===== config.mk =====
export PLATFORM = sky130hd
export DESIGN_NAME = frame_timing_check
export DESIGN_NICKNAME = d
export VERILOG_FILES = /design/src/rtl/frame_timing_check.sv
export SDC_FILE = /design/constraint.sdc
export NUM_CORES = 1
export LEC_CHECK = 0
export BUFFER_PORTS_ARGS = -buffer_cell sky130_fd_sc_hd__buf_2
export CAP_MARGIN = 20
export CORE_MARGIN = 4
export CORE_UTILIZATION = 58
export DETAILED_ROUTE_END_ITERATION = 10
export MAX_ROUTING_LAYER = met4
export PLACE_DENSITY = 0.86
export SLEW_MARGIN = 20
export SYNTH_ARGS = -nofsm -noshare
export SYNTH_HDL_FRONTEND = slang
export SYNTH_SLANG_ARGS = --single-unit

===== constraint.sdc =====
create_clock -name clk -period 7.9 [get_ports clk]
set_input_delay 0.79 -clock clk [delete_from_list [all_inputs] [get_ports clk]]
set_output_delay 0.79 -clock clk [all_outputs]
set_load 0.1 [all_outputs]

===== src/rtl/frame_timing_check.sv =====
// Frame timing checker: measures line width, frame height and pixel XOR
// checksum of each frame and flags width and lval/fval framing errors.
module frame_timing_check #(
    parameter int SENSOR_DAT_WIDTH = 10,
    parameter int CHANNEL_NUM      = 4,
    parameter int CNT_WIDTH        = 16
) (
    input  logic                                  clk,
    input  logic                                  reset,
    input  logic                                  i_fval,
    input  logic                                  i_lval,
    input  logic [SENSOR_DAT_WIDTH*CHANNEL_NUM-1:0] iv_pix_data,
    output logic                                  o_info_valid,
    output logic [CNT_WIDTH-1:0]                  ov_line_width,
    output logic [CNT_WIDTH-1:0]                  ov_frame_height,
    output logic [CNT_WIDTH-1:0]                  ov_frame_cnt,
    output logic [SENSOR_DAT_WIDTH-1:0]           ov_checksum,
    output logic                                  o_width_err,
    output logic                                  o_lval_err
);

    localparam int PW = CNT_WIDTH + $clog2(CHANNEL_NUM) + 1;
    localparam logic [CNT_WIDTH-1:0] CNT_MAX = '1;

    localparam logic [1:0] IDLE   = 2'd0;
    localparam logic [1:0] ACTIVE = 2'd1;
    localparam logic [1:0] REPORT = 2'd2;

    logic [1:0]                  state;
    logic                        fval_dly;
    logic                        lval_dly;
    logic [CNT_WIDTH-1:0]        clk_cnt;
    logic [CNT_WIDTH-1:0]        line_cnt;
    logic [CNT_WIDTH-1:0]        first_width;
    logic [SENSOR_DAT_WIDTH-1:0] csum;
    logic                        werr;
    logic                        lval_err;

    logic                        frame_start;
    logic                        frame_end;
    logic                        line_end;
    logic                        pix_en;
    logic                        lval_bad;
    logic                        take;
    logic [SENSOR_DAT_WIDTH-1:0] pix_xor;
    logic [PW-1:0]               prod;
    logic [CNT_WIDTH-1:0]        line_width;

    logic [CNT_WIDTH-1:0]        clk_cnt_nxt;
    logic [CNT_WIDTH-1:0]        line_cnt_nxt;
    logic [CNT_WIDTH-1:0]        first_width_nxt;
    logic [SENSOR_DAT_WIDTH-1:0] csum_nxt;
    logic                        werr_nxt;

    assign frame_start = ~fval_dly & i_fval;
    assign frame_end   = fval_dly & ~i_fval;
    assign line_end    = lval_dly & (~i_lval | ~i_fval);
    assign pix_en      = i_fval & i_lval;
    assign lval_bad    = i_lval & ~i_fval;
    assign take        = (state == ACTIVE) & frame_end;

    always_comb begin
        pix_xor = '0;
        for (int k = 0; k < CHANNEL_NUM; k++) begin
            pix_xor = pix_xor ^ iv_pix_data[k*SENSOR_DAT_WIDTH +: SENSOR_DAT_WIDTH];
        end
    end

    always_comb begin
        prod = PW'(clk_cnt) * PW'(CHANNEL_NUM);
        if (prod > PW'(CNT_MAX)) begin
            line_width = CNT_MAX;
        end else begin
            line_width = prod[CNT_WIDTH-1:0];
        end
    end

    // Next accumulator values; the report samples these so a line ending
    // together with the frame is already counted.
    always_comb begin
        clk_cnt_nxt     = clk_cnt;
        line_cnt_nxt    = line_cnt;
        first_width_nxt = first_width;
        csum_nxt        = csum;
        werr_nxt        = werr;
        if (pix_en) begin
            if (clk_cnt != CNT_MAX) begin
                clk_cnt_nxt = clk_cnt + 1'b1;
            end
            csum_nxt = csum ^ pix_xor;
        end
        if (line_end) begin
            clk_cnt_nxt = '0;
            if (line_cnt != CNT_MAX) begin
                line_cnt_nxt = line_cnt + 1'b1;
            end
            if (line_cnt == '0) begin
                first_width_nxt = line_width;
            end else if (line_width != first_width) begin
                werr_nxt = 1'b1;
            end
        end
    end

    // fval_dly resets high so a frame already running at release is not
    // mistaken for a frame start.
    always_ff @(posedge clk or posedge reset) begin
        if (reset) begin
            fval_dly <= 1'b1;
            lval_dly <= 1'b0;
        end else begin
            fval_dly <= i_fval;
            lval_dly <= i_fval & i_lval;
        end
    end

    always_ff @(posedge clk or posedge reset) begin
        if (reset) begin
            state <= IDLE;
        end else begin
            case (state)
                IDLE:    if (frame_start) state <= ACTIVE;
                ACTIVE:  if (frame_end) state <= REPORT;
                REPORT:  state <= IDLE;
                default: state <= IDLE;
            endcase
        end
    end

    always_ff @(posedge clk or posedge reset) begin
        if (reset) begin
            clk_cnt     <= '0;
            line_cnt    <= '0;
            first_width <= '0;
            csum        <= '0;
            werr        <= 1'b0;
        end else if (state == IDLE && frame_start) begin
            clk_cnt     <= '0;
            line_cnt    <= '0;
            first_width <= '0;
            csum        <= '0;
            werr        <= 1'b0;
        end else if (state == ACTIVE) begin
            clk_cnt     <= clk_cnt_nxt;
            line_cnt    <= line_cnt_nxt;
            first_width <= first_width_nxt;
            csum        <= csum_nxt;
            werr        <= werr_nxt;
        end
    end

    always_ff @(posedge clk or posedge reset) begin
        if (reset) begin
            lval_err <= 1'b0;
        end else if (take) begin
            lval_err <= 1'b0;
        end else if (lval_bad) begin
            lval_err <= 1'b1;
        end
    end

    always_ff @(posedge clk or posedge reset) begin
        if (reset) begin
            o_info_valid    <= 1'b0;
            ov_line_width   <= '0;
            ov_frame_height <= '0;
            ov_frame_cnt    <= '0;
            ov_checksum     <= '0;
            o_width_err     <= 1'b0;
            o_lval_err      <= 1'b0;
        end else begin
            o_info_valid <= take;
            if (take) begin
                ov_line_width   <= first_width_nxt;
                ov_frame_height <= line_cnt_nxt;
                ov_frame_cnt    <= ov_frame_cnt + 1'b1;
                ov_checksum     <= csum_nxt;
                o_width_err     <= werr_nxt;
                o_lval_err      <= lval_err | lval_bad;
            end
        end
    end

endmodule

==> results.yml, run 1 <==
route:
  highest_layer: "met4"
  met2RoutedLength_mm: 7.530
  drt_iter0_markers: 585
  wirelength_mm: 15.67
  wl_met1_mm: 6.477
  firstDrtPassIters: 5
  wl_per_cell_um: 16.53
  ant_nets: 0
  drc: 0
  met3WireLength_mm: 1.190
  vias_per_cell: 5.896
  via_count: 5589
cts:
  post_cts_resize_count: 0
  cts_buffer_depth: 2
  h-tree-depth: 4
  insertion_delay_ns: 0.53
  cts_tree: "yes"
  ctsHoldBuffers: 0
  cts-root-buf: "clkbuf_8"
  numClockSinks: 125
  clkTransAtPathRegs_ns: 0.06
  numCtsBuffers: 17
  postCtsSetupBuffers: 0
worst_setup_path:
  required_ns: 8.31
  reg2regPathDepth: 9
  r2r-end: "ov_frame_cnt[14]"
  startpoint_type: "flop"
  rr_startpoint: "state[0]"
  path_class: "flop to flop"
  path_max_fanout: 46
  critPathCaptureType: "flop"
  reg2reg_slack_ns: 4.53
  arrival_ns: 3.78
logic_synthesis:
  synthCells: 705
  synth_cell_types: 50
  synth_top_area_share_pct: 48.51
  synth_seq_cells: 125
  yosysTopAreaCell: "dfrtp_1"
  syn-cell-area_um2: 6396
  ys_top_cells_by_area: "dfrtp_1 49%, xnor2_1 7.9%, o21ai_0 6.6%"
  synth_enable_flop_cells: 0
  synth_warnings: 0
  ys.flop_type: "dfrtp_1"
  ys_seq_area_share_pct: 48.92
  syn-num-nets: 753
  synthArstFlopShare_pct: 100.0
  syn_avg_cell_area_um2: 9.073
timing:
  drv_slew: 0
  finalSetupViolCount: 0
  rsz0062_at_grt: "false"
  period_needed_ns: 3.374
  fmax_mhz: 296.4
  holdWs_ns: 0.3604
  period_share_pct: 42.71
  final_hold_viol_count: 0
  slew_headroom_pct: 28.14
  fin_setup_tns_ns: 0
  worstMarginPinSlew_ns: 1.063
  worst_slack_ns: 4.526
  fin_skew_ns: 0.006636
global_routing:
  antenna_found_initial: 0
  grt_max_degree: 76
  grt_pass1_vias: 5582
  grt_pass1_wl_mm: 26.26
  track_usage_pct: 26.24
  overflow: 0
floorplan:
  coreArea_um2: 10790
  rows: 38
  dieArea_um2: 12770
  dieHeight_um: 113.0
  initial_core_util_pct: 59.26
  fp.dieW_um: 113.0
  io_pins: 105
placed_design:
  routabilityCongestion: 0.9035
  pre_cts_slack_ns: 4.459
  port_buffers: 104
  dp.cells: 916
  dpl.hpwl_mm: 10.81
final_layout:
  diodes: 0
  nets: 843
  final-seq-area_um2: 3129
  fillers: 788
  drive_above_1_share_pct: 19.55
  syn_to_final_growth_pct: 18.43
  multi_input_area_um2: 3063
  stdcell_count: 948
pwr:
  p_sw_share_pct: 42.80
  p_leak_nw: 3.459
  p_switching_mw: 1.037
  ir_drop_v: 0.0003542
  internal_power_mw: 1.386
  p_comb_share_pct: 34.0
  pwr-share-clk_pct: 32.1
  p_per_area_nw_per_um2: 319.9
  p_seq_share_pct: 33.9
min_path:
  worst_hold_path_type: "primary input to async pin"
run_status:
  status: "complete, no violations"
job:
  maxCapViolations: 0
## final cells by class
| cell class | count | share of cell area (%) |
|---|---|---|
| inverter | 15 | 0.7763 |
| multi-input combinational | 528 | 40.44 |
| clock inverter | 13 | 2.197 |
| clock buffer | 19 | 5.699 |
| sequential | 125 | 41.31 |
| tap | 140 | 2.313 |
| timing repair buffer | 108 | 7.268 |
## layout by cell type (no fill, tap or decap), types with 19 or more instances in the layout
| cell type | n |
|---|---|
| dfrtp_1 | 124 |
| o21ai_0 | 83 |
| o21ai_1 | 19 |
| buf_2 | 104 |
| nand2_1 | 110 |
| nand3_1 | 33 |
| a21oi_1 | 22 |
| xor2_1 | 20 |
| nor2_1 | 54 |
| xnor2_1 | 58 |
## critical path, stage by stage, from the launching register on
cell     delay, ns
dfrtp_1       0.43
nor2b_1       0.18
buf_4         0.26
nand3_2       0.65
buf_4         0.53
inv_1         0.35
nand4_1       0.27
nor3_1        0.31
nand2_1       0.11
xnor2_1       0.14
## state kept, by name, indices dropped and copies added, names as in the netlist
register,count
clk_cnt,16
first_width,16
line_cnt,16
ov_frame_cnt,16
ov_frame_height,16
ov_line_width,16
csum,10
ov_checksum,10
state,2
fval_dly,1
lval_dly,1
lval_err,1
o_info_valid,1
o_lval_err,1
o_width_err,1
werr,1
## power by group through the flow
stage / registers, mW / logic, mW / clock network, mW
2_1_floorplan: 1.26 / 0.221 / 0
3_3_place_gp: 0.823 / 0.804 / 0
3_5_place_dp: 0.828 / 0.822 / 0
4_1_cts: 0.819 / 0.826 / 0.790
5_1_grt: 0.832 / 0.872 / 0.817
6_report: 0.821 / 0.824 / 0.778
## cells by family after synthesis
family	count (synthesis)	share of synthesized area (%)
flops	125	48.92
simple gates	274	20.34
xor+xnor	78	10.68
compound gates	163	14.46
buf+inv	52	3.286
mux	9	1.526
fa+ha+maj	4	0.7825
## stage by stage
stage | utilization (%) | power, mW | cell area [um2]
4_1_cts | 70.15 | 2.434 | 7571
2_1_floorplan | - | 1.486 | 6396
5_1_grt | 70.18 | 2.522 | 7575
6_report | 70.18 | 2.423 | 7575
3_5_place_dp | 64.61 | 1.650 | 6973
3_3_place_gp | 64.58 | 1.627 | 6970
## layer usage
metal  vias to the layer above  global-route usage [%]
li1                       2621                       -
met1                      2687                   34.08
met2                       237                   39.89
met3                        44                   6.150
met4                         0                   10.98
met5                         -                       -
## worst max-delay path by stage
stage,startpoint,end,slack (ns),depth (start not counted)
after global routing,state[0],ov_frame_cnt[14],4.19,9
after floorplan,reset,clk_cnt[0],3.78,1
after global placement,i_fval,ov_frame_cnt[14],4.59,9
final,state[0],ov_frame_cnt[14],4.53,9
after CTS,state[0],ov_frame_cnt[10],4.55,9
after detailed placement,i_fval,ov_frame_cnt[10],4.46,9
## cell usage after synthesis (2+ instances only)
| cell | number |
|---|---|
| a21oi_1 | 22 |
| nand2_1 | 110 |
| nand3_1 | 33 |
| o31ai_1 | 10 |
| mux2_2 | 6 |
| clkbuf_1 | 28 |
| and3_1 | 7 |
| xnor2_1 | 58 |
| or2_1 | 2 |
| nor4b_1 | 2 |
| nor2_1 | 54 |
| nand4_1 | 14 |
| ha_1 | 4 |
| nor3_1 | 11 |
| a21o_1 | 5 |
| a31oi_1 | 6 |
| a22o_1 | 6 |
| buf_2 | 6 |
| or3_1 | 3 |
| nand2b_1 | 8 |
| dfrtp_1 | 124 |
| inv_1 | 15 |
| nor4_1 | 6 |
| buf_1 | 2 |
| or2_2 | 2 |
| and2_1 | 3 |
| o22ai_1 | 4 |
| and4_1 | 6 |
| o21ai_1 | 19 |
| xor2_1 | 20 |
| o21ai_0 | 84 |
| mux2i_1 | 3 |
| nor2b_1 | 4 |
| or4_1 | 2 |
Note: power is estimated with default switching activity, not from simulation.
==> inputs of run 2 (changes only) <==
--- a/config.mk
+++ b/config.mk
@@ -8,10 +8,10 @@
 export BUFFER_PORTS_ARGS = -buffer_cell sky130_fd_sc_hd__buf_2
 export CAP_MARGIN = 20
 export CORE_MARGIN = 4
-export CORE_UTILIZATION = 58
+export CORE_UTILIZATION = 51
 export DETAILED_ROUTE_END_ITERATION = 10
 export MAX_ROUTING_LAYER = met4
-export PLACE_DENSITY = 0.86
+export PLACE_DENSITY = 0.8
 export SLEW_MARGIN = 20
 export SYNTH_ARGS = -nofsm -noshare
 export SYNTH_HDL_FRONTEND = slang
==> constraint.sdc (replaced) <==
create_clock -name clk -period 2.8 [get_ports clk]
set_input_delay 0.28 -clock clk [delete_from_list [all_inputs] [get_ports clk]]
set_output_delay 0.28 -clock clk [all_outputs]
set_load 0.1 [all_outputs]
==> run 2 against run 1 <==
Fmax up 39%. Global-route usage down 4.6 points. Non-clock buffer count up 12. Hold slack worse by 0.32 ns. Utilization down 7.0 points. Register-to-register slack worse by 4.2 ns. Sequential share of layout area down 0.61 points. Clock skew down 0.0012 ns. Worst setup slack worse by 4.2 ns. Critical endpoint is now first_width[13]. Largest power group unchanged. Highest routed layer unchanged.
==> results.yml, run 2 (synthesized netlist as in run 1, its figures left out) <==
worst_setup_path:
  slowest_delay_ns: 0.46
  worstPathCellList: "inv_1 > ha_1 > nor4b_1 > nand4_1 > nor2_1 > nand2_1 > o21ai_0"
  path_class: "flop to flop"
  slowest_stage: "dfrtp_1"
  required_ns: 3.10
  critPathCaptureType: "flop"
  reg2reg_slack_ns: 0.36
  arrival_ns: 2.74
  startpoint_type: "flop"
  path_max_fanout: 16
job:
  maxCapViolations: 0
global_routing:
  antenna_found_initial: 0
  grt_max_degree: 74
  track_usage_pct: 21.65
  overflow: 0
  grt_pass1_vias: 5159
  grt_pass1_wl_mm: 24.61
final_layout:
  final_common_cell: "dfrtp_1"
  final_area_um2: 7689
  nets: 855
  fillers: 1026
  diodes: 0
  drive_above_1_share_pct: 20.27
  final_cell_mix: "124 x dfrtp_1, 110 x nand2_1, 104 x buf_2"
  syn_to_final_growth_pct: 20.21
  stdcell_count: 987
placed_design:
  dpl.hpwl_mm: 10.05
  dp.cells: 955
  routabilityCongestion: 0.9263
  dpl-instance-area_um2: 7102
  port_buffers: 104
cts:
  cts_tree: "yes"
  cts-root-buf: "clkbuf_16"
  insertion_delay_ns: 0.41
  numClockSinks: 125
  postCtsSetupBuffers: 0
  numCtsBuffers: 17
  clkTransAtPathRegs_ns: 0.05
  cts_buffer_depth: 2
  h-tree-depth: 4
floorplan:
  dieArea_um2: 14400
  dieHeight_um: 120.0
  initial_core_util_pct: 52.59
  rows: 40
  io_pins: 105
  coreArea_um2: 12160
  fp.dieW_um: 120.0
timing:
  holdWs_ns: 0.03686
  fin_skew_ns: 0.005475
  period_share_pct: 86.98
  fin_setup_tns_ns: 0
  fmax_mhz: 410.6
  finalSetupViolCount: 0
  drv_slew: 0
  period_needed_ns: 2.435
  final_hold_viol_count: 0
  slew_headroom_pct: 53.38
  rsz0062_at_grt: "false"
  worstMarginPinSlew_ns: 0.6992
route:
  firstDrtPassIters: 5
  via_count: 5381
  drt_iter0_markers: 371
  ant_nets: 0
  wirelength_mm: 14.40
  drc: 0
  vias_per_cell: 5.452
  wl_per_cell_um: 14.59
pwr:
  p_per_area_nw_per_um2: 872.6
  internal_power_mw: 3.893
  p_comb_share_pct: 34.5
  p_switching_mw: 2.816
  finalPower_mw: 6.709
  ir_drop_v: 0.0006307
  p_seq_share_pct: 34.3
  p_leak_nw: 3.518
  pwr-share-clk_pct: 31.2
  p_sw_share_pct: 41.98
min_path:
  worst_hold_path_type: "primary input to flop"
run_status:
  status: "complete, no violations"
## run 2: cell count changes in the layout (fill, tap and decap cells not counted), moves of 2 or more
cell	previous run	this run
buf_4	4	14
clkbuf_8	2	6
clkinv_4	4	0
bufinv_16	3	1
clkinv_2	2	4
## run 2: power groups by stage
stage / logic, mW / clock network (mW) / registers, mW
after global routing: 2.45 / 2.22 / 2.34
after floorplan: 0.623 / 0 / 3.57
after global placement: 2.28 / 0 / 2.31
after CTS: 2.32 / 2.13 / 2.30
after detailed placement: 2.32 / 0 / 2.33
final: 2.31 / 2.09 / 2.30
## run 2: worst paths after layout
kind | end | depth (start not counted) | startpoint
min | fval_dly | 1 | i_fval
min reg2reg | ov_frame_cnt[15] | 1 | ov_frame_cnt[15]
max reg2reg | first_width[13] | 7 | line_cnt[0]
max in group asynchronous | ov_line_width[7] | 4 | reset
min in group asynchronous | ov_frame_height[7] | 3 | reset
max | first_width[13] | 7 | line_cnt[0]
## run 2: stage by stage
step	worst slack, ns	utilization [%]
floorplan	0.5002	-
global placement	0.5573	58.40
detailed placement	0.4445	58.40
CTS	0.3486	63.19
global route	0.1458	63.22
finish	0.3647	63.22
## run 2: area by class of cell
type                            instances  area (um2)  share of cell area (%)
Clock buffer                           25       515.5                   6.705
Clock inverter                          6       57.56                  0.7486
Inverter                               15       60.06                  0.7811
Multi-Input combinational cell        528        3060                   39.80
Sequential cell                       125        3129                   40.70
Tap cell                              168       210.2                   2.734
Timing Repair Buffer                  120       655.6                   8.527
## run 2: what timing repair did
item / CTS / global route
endpoints found under the hold margin: 24 / 0
gates resized for setup: 0 / 0
hold buffers: 1 / 0
## run 2: layer usage
metal / global-route usage (%) / part of all wire (%)
met3: 4.854 / 5.6
met4: 7.802 / 1.6
met1: 28.51 / 46
met2: 33.12 / 47
met5: - / 0
## run 2: critical path: cells and delay by family, from the launching register on
family | cells | cell delay [ns]
compound gates | 1 | 0.36
fa+ha+maj | 1 | 0.15
buf+inv | 1 | 0.09
flops | 1 | 0.46
simple gates | 4 | 1.27
==> inputs of run 3 (changes only) <==
--- a/config.mk
+++ b/config.mk
@@ -11,7 +11,7 @@
 export CORE_UTILIZATION = 51
 export DETAILED_ROUTE_END_ITERATION = 10
 export MAX_ROUTING_LAYER = met4
-export PLACE_DENSITY = 0.8
+export PLACE_DENSITY = 0.79
 export SLEW_MARGIN = 20
 export SYNTH_ARGS = -nofsm -noshare
 export SYNTH_HDL_FRONTEND = slang
==> run 3 against run 2 <==
Die area unchanged. Sequential power about the same. Sequential share of layout area decreased by 0.14 points. Via count increased by 1.3%. Register-to-register slack got worse by 0.02 ns. Global-route usage increased by 1.3 points. Sequential cell count unchanged. First-iteration DRC count increased by 19%.
==> results.yml, run 3 (synthesized netlist as in run 1, its figures left out) <==
run_status:
  status: "complete, no violations"
cts:
  post_cts_resize_count: 0
  clkTransAtPathRegs_ns: 0.06
  cts_buffer_depth: 2
  h-tree-depth: 4
  postCtsSetupBuffers: 0
  ctsHoldBuffers: 0
  cts_tree: "yes"
  insertion_delay_ns: 0.42
  numCtsBuffers: 17
  cts-root-buf: "clkbuf_16"
  numClockSinks: 125
floorplan:
  initial_core_util_pct: 52.59
  dieHeight_um: 120.0
  io_pins: 105
  fp.dieW_um: 120.0
  coreArea_um2: 12160
  rows: 40
  dieArea_um2: 14400
placed_design:
  dpl-instance-area_um2: 7092
  dpl.hpwl_mm: 10.78
  dp.cells: 952
  pre_cts_slack_ns: 0.3931
  routabilityCongestion: 0.8829
  port_buffers: 104
global_routing:
  track_usage_pct: 22.95
  grt_max_degree: 71
  antenna_found_initial: 0
  grt_pass1_vias: 5418
  grt_pass1_wl_mm: 26.14
  overflow: 0
timing:
  fin_setup_tns_ns: 0
  final_hold_viol_count: 0
  worstMarginPinSlew_ns: 0.7810
  holdWs_ns: 0.002361
  fmax_mhz: 408.1
  drv_slew: 0
  period_needed_ns: 2.451
  worst_slack_ns: 0.3493
  fin_skew_ns: 0.008435
  slew_headroom_pct: 47.82
  period_share_pct: 87.52
  finalSetupViolCount: 0
  rsz0062_at_grt: "false"
final_layout:
  stdcell_count: 983
  final_cell_mix: "124 x dfrtp_1, 110 x nand2_1, 104 x buf_2"
  nets: 851
  fillers: 991
  syn_to_final_growth_pct: 20.62
  final_common_cell: "dfrtp_1"
  drive_above_1_share_pct: 20.12
  diodes: 0
  final_area_um2: 7715
job:
  maxCapViolations: 0
worst_setup_path:
  rr_startpoint: "line_cnt[0]"
  reg2reg_slack_ns: 0.35
  critPathBufInv: 2
  startpoint_type: "flop"
  slowest_stage: "dfrtp_1"
  cp_top_family: "simple AND/OR/NAND/NOR gates"
  required_ns: 3.13
  slowest_delay_ns: 0.46
  r2r-end: "first_width[11]"
  path_depth: 8
  worstPathCellList: "inv_1 > ha_1 > nor4b_1 > nand4_1 > nor2_1 > buf_4 > nand2_1 > o21ai_0"
  reg2regPathDepth: 8
  path_class: "flop to flop"
  arrival_ns: 2.78
  critPathCaptureType: "flop"
  path_max_fanout: 31
pwr:
  pwr-share-clk_pct: 32.9
  p_sw_share_pct: 41.65
  p_per_area_nw_per_um2: 894.9
  p_leak_nw: 3.514
  p_switching_mw: 2.876
  p_seq_share_pct: 33.4
  p_comb_share_pct: 33.7
  ir_drop_v: 0.0006175
  internal_power_mw: 4.028
route:
  wirelength_mm: 15.22
  firstDrtPassIters: 5
  ant_nets: 0
  via_count: 5450
  wl_per_cell_um: 15.48
  drc: 0
  drt_iter0_markers: 443
  vias_per_cell: 5.544
min_path:
  worst_hold_path_type: "primary input to async pin"
## run 3: cell types whose count changed in the layout (fill, tap and decap cells not counted)
cell           previous run  this run
clkinv_4                  0         2
clkbuf_1                  2         1
bufinv_16                 1         3
buf_12                    1         2
dlygate4sd3_1             1         0
clkbuf_8                  6         4
clkinv_2                  4         1
buf_4                    14        10
clkinvlp_4                2         4
## run 3: how the worst max path moves through the flow
stage | start | end | slack, ns
2_1_floorplan | ov_frame_cnt[2] | ov_frame_cnt[13] | 0.50
6_report | line_cnt[0] | first_width[11] | 0.35
3_3_place_gp | clk_cnt[14] | werr | 0.50
5_1_grt | line_cnt[0] | first_width[10] | 0.05
3_5_place_dp | line_cnt[0] | first_width[15] | 0.39
4_1_cts | line_cnt[0] | first_width[11] | 0.42
## run 3: power groups by stage
stage / Combinational (mW) / Clock (mW) / Sequential [mW]
global placement: 2.29 / 0 / 2.31
detailed placement: 2.33 / 0 / 2.33
global route: 2.46 / 2.39 / 2.34
floorplan: 0.623 / 0 / 3.57
finish: 2.32 / 2.27 / 2.31
CTS: 2.33 / 2.29 / 2.31
## run 3: per-stage QoR
stage	util [%]	total power, mW
finish	63.44	6.904
global route	63.44	7.198
CTS	63.41	6.933
detailed placement	58.31	4.659
global placement	58.31	4.601
floorplan	-	4.192
## run 3: worst reg2reg max path, delay by kind of cell, from the launching register on
kind                       cells  cell delay (ns)
and+or+nand+nor                4             1.05
DFF                            1             0.46
buffers and inverters          2             0.42
AOI/OAI and AO/OA              1             0.29
adders and majority gates      1             0.14
## run 3: area by class of cell
type	instances	area [um2]	area share [%]
flip-flops and latches	125	3129	40.56
multi-input cells	528	3060	39.67
repair buffers	116	635.6	8.239
clock buffers	22	484.2	6.276
well taps	168	210.2	2.725
clock inverters	9	135.1	1.752
inverters	15	60.06	0.7785
## run 3: routing by layer
| metal | part of all wire, % | vias to the layer above | wire (um) | global-route usage, % |
|---|---|---|---|---|
| li1 | - | 2630 | - | - |
| met1 | 44 | 2603 | 6754 | 30.03 |
| met2 | 47 | 186 | 7207 | 34.91 |
| met3 | 5.9 | 31 | 894 | 4.854 |
| met4 | 2.4 | 0 | 362 | 9.592 |
| met5 | 0 | - | 0 | - |
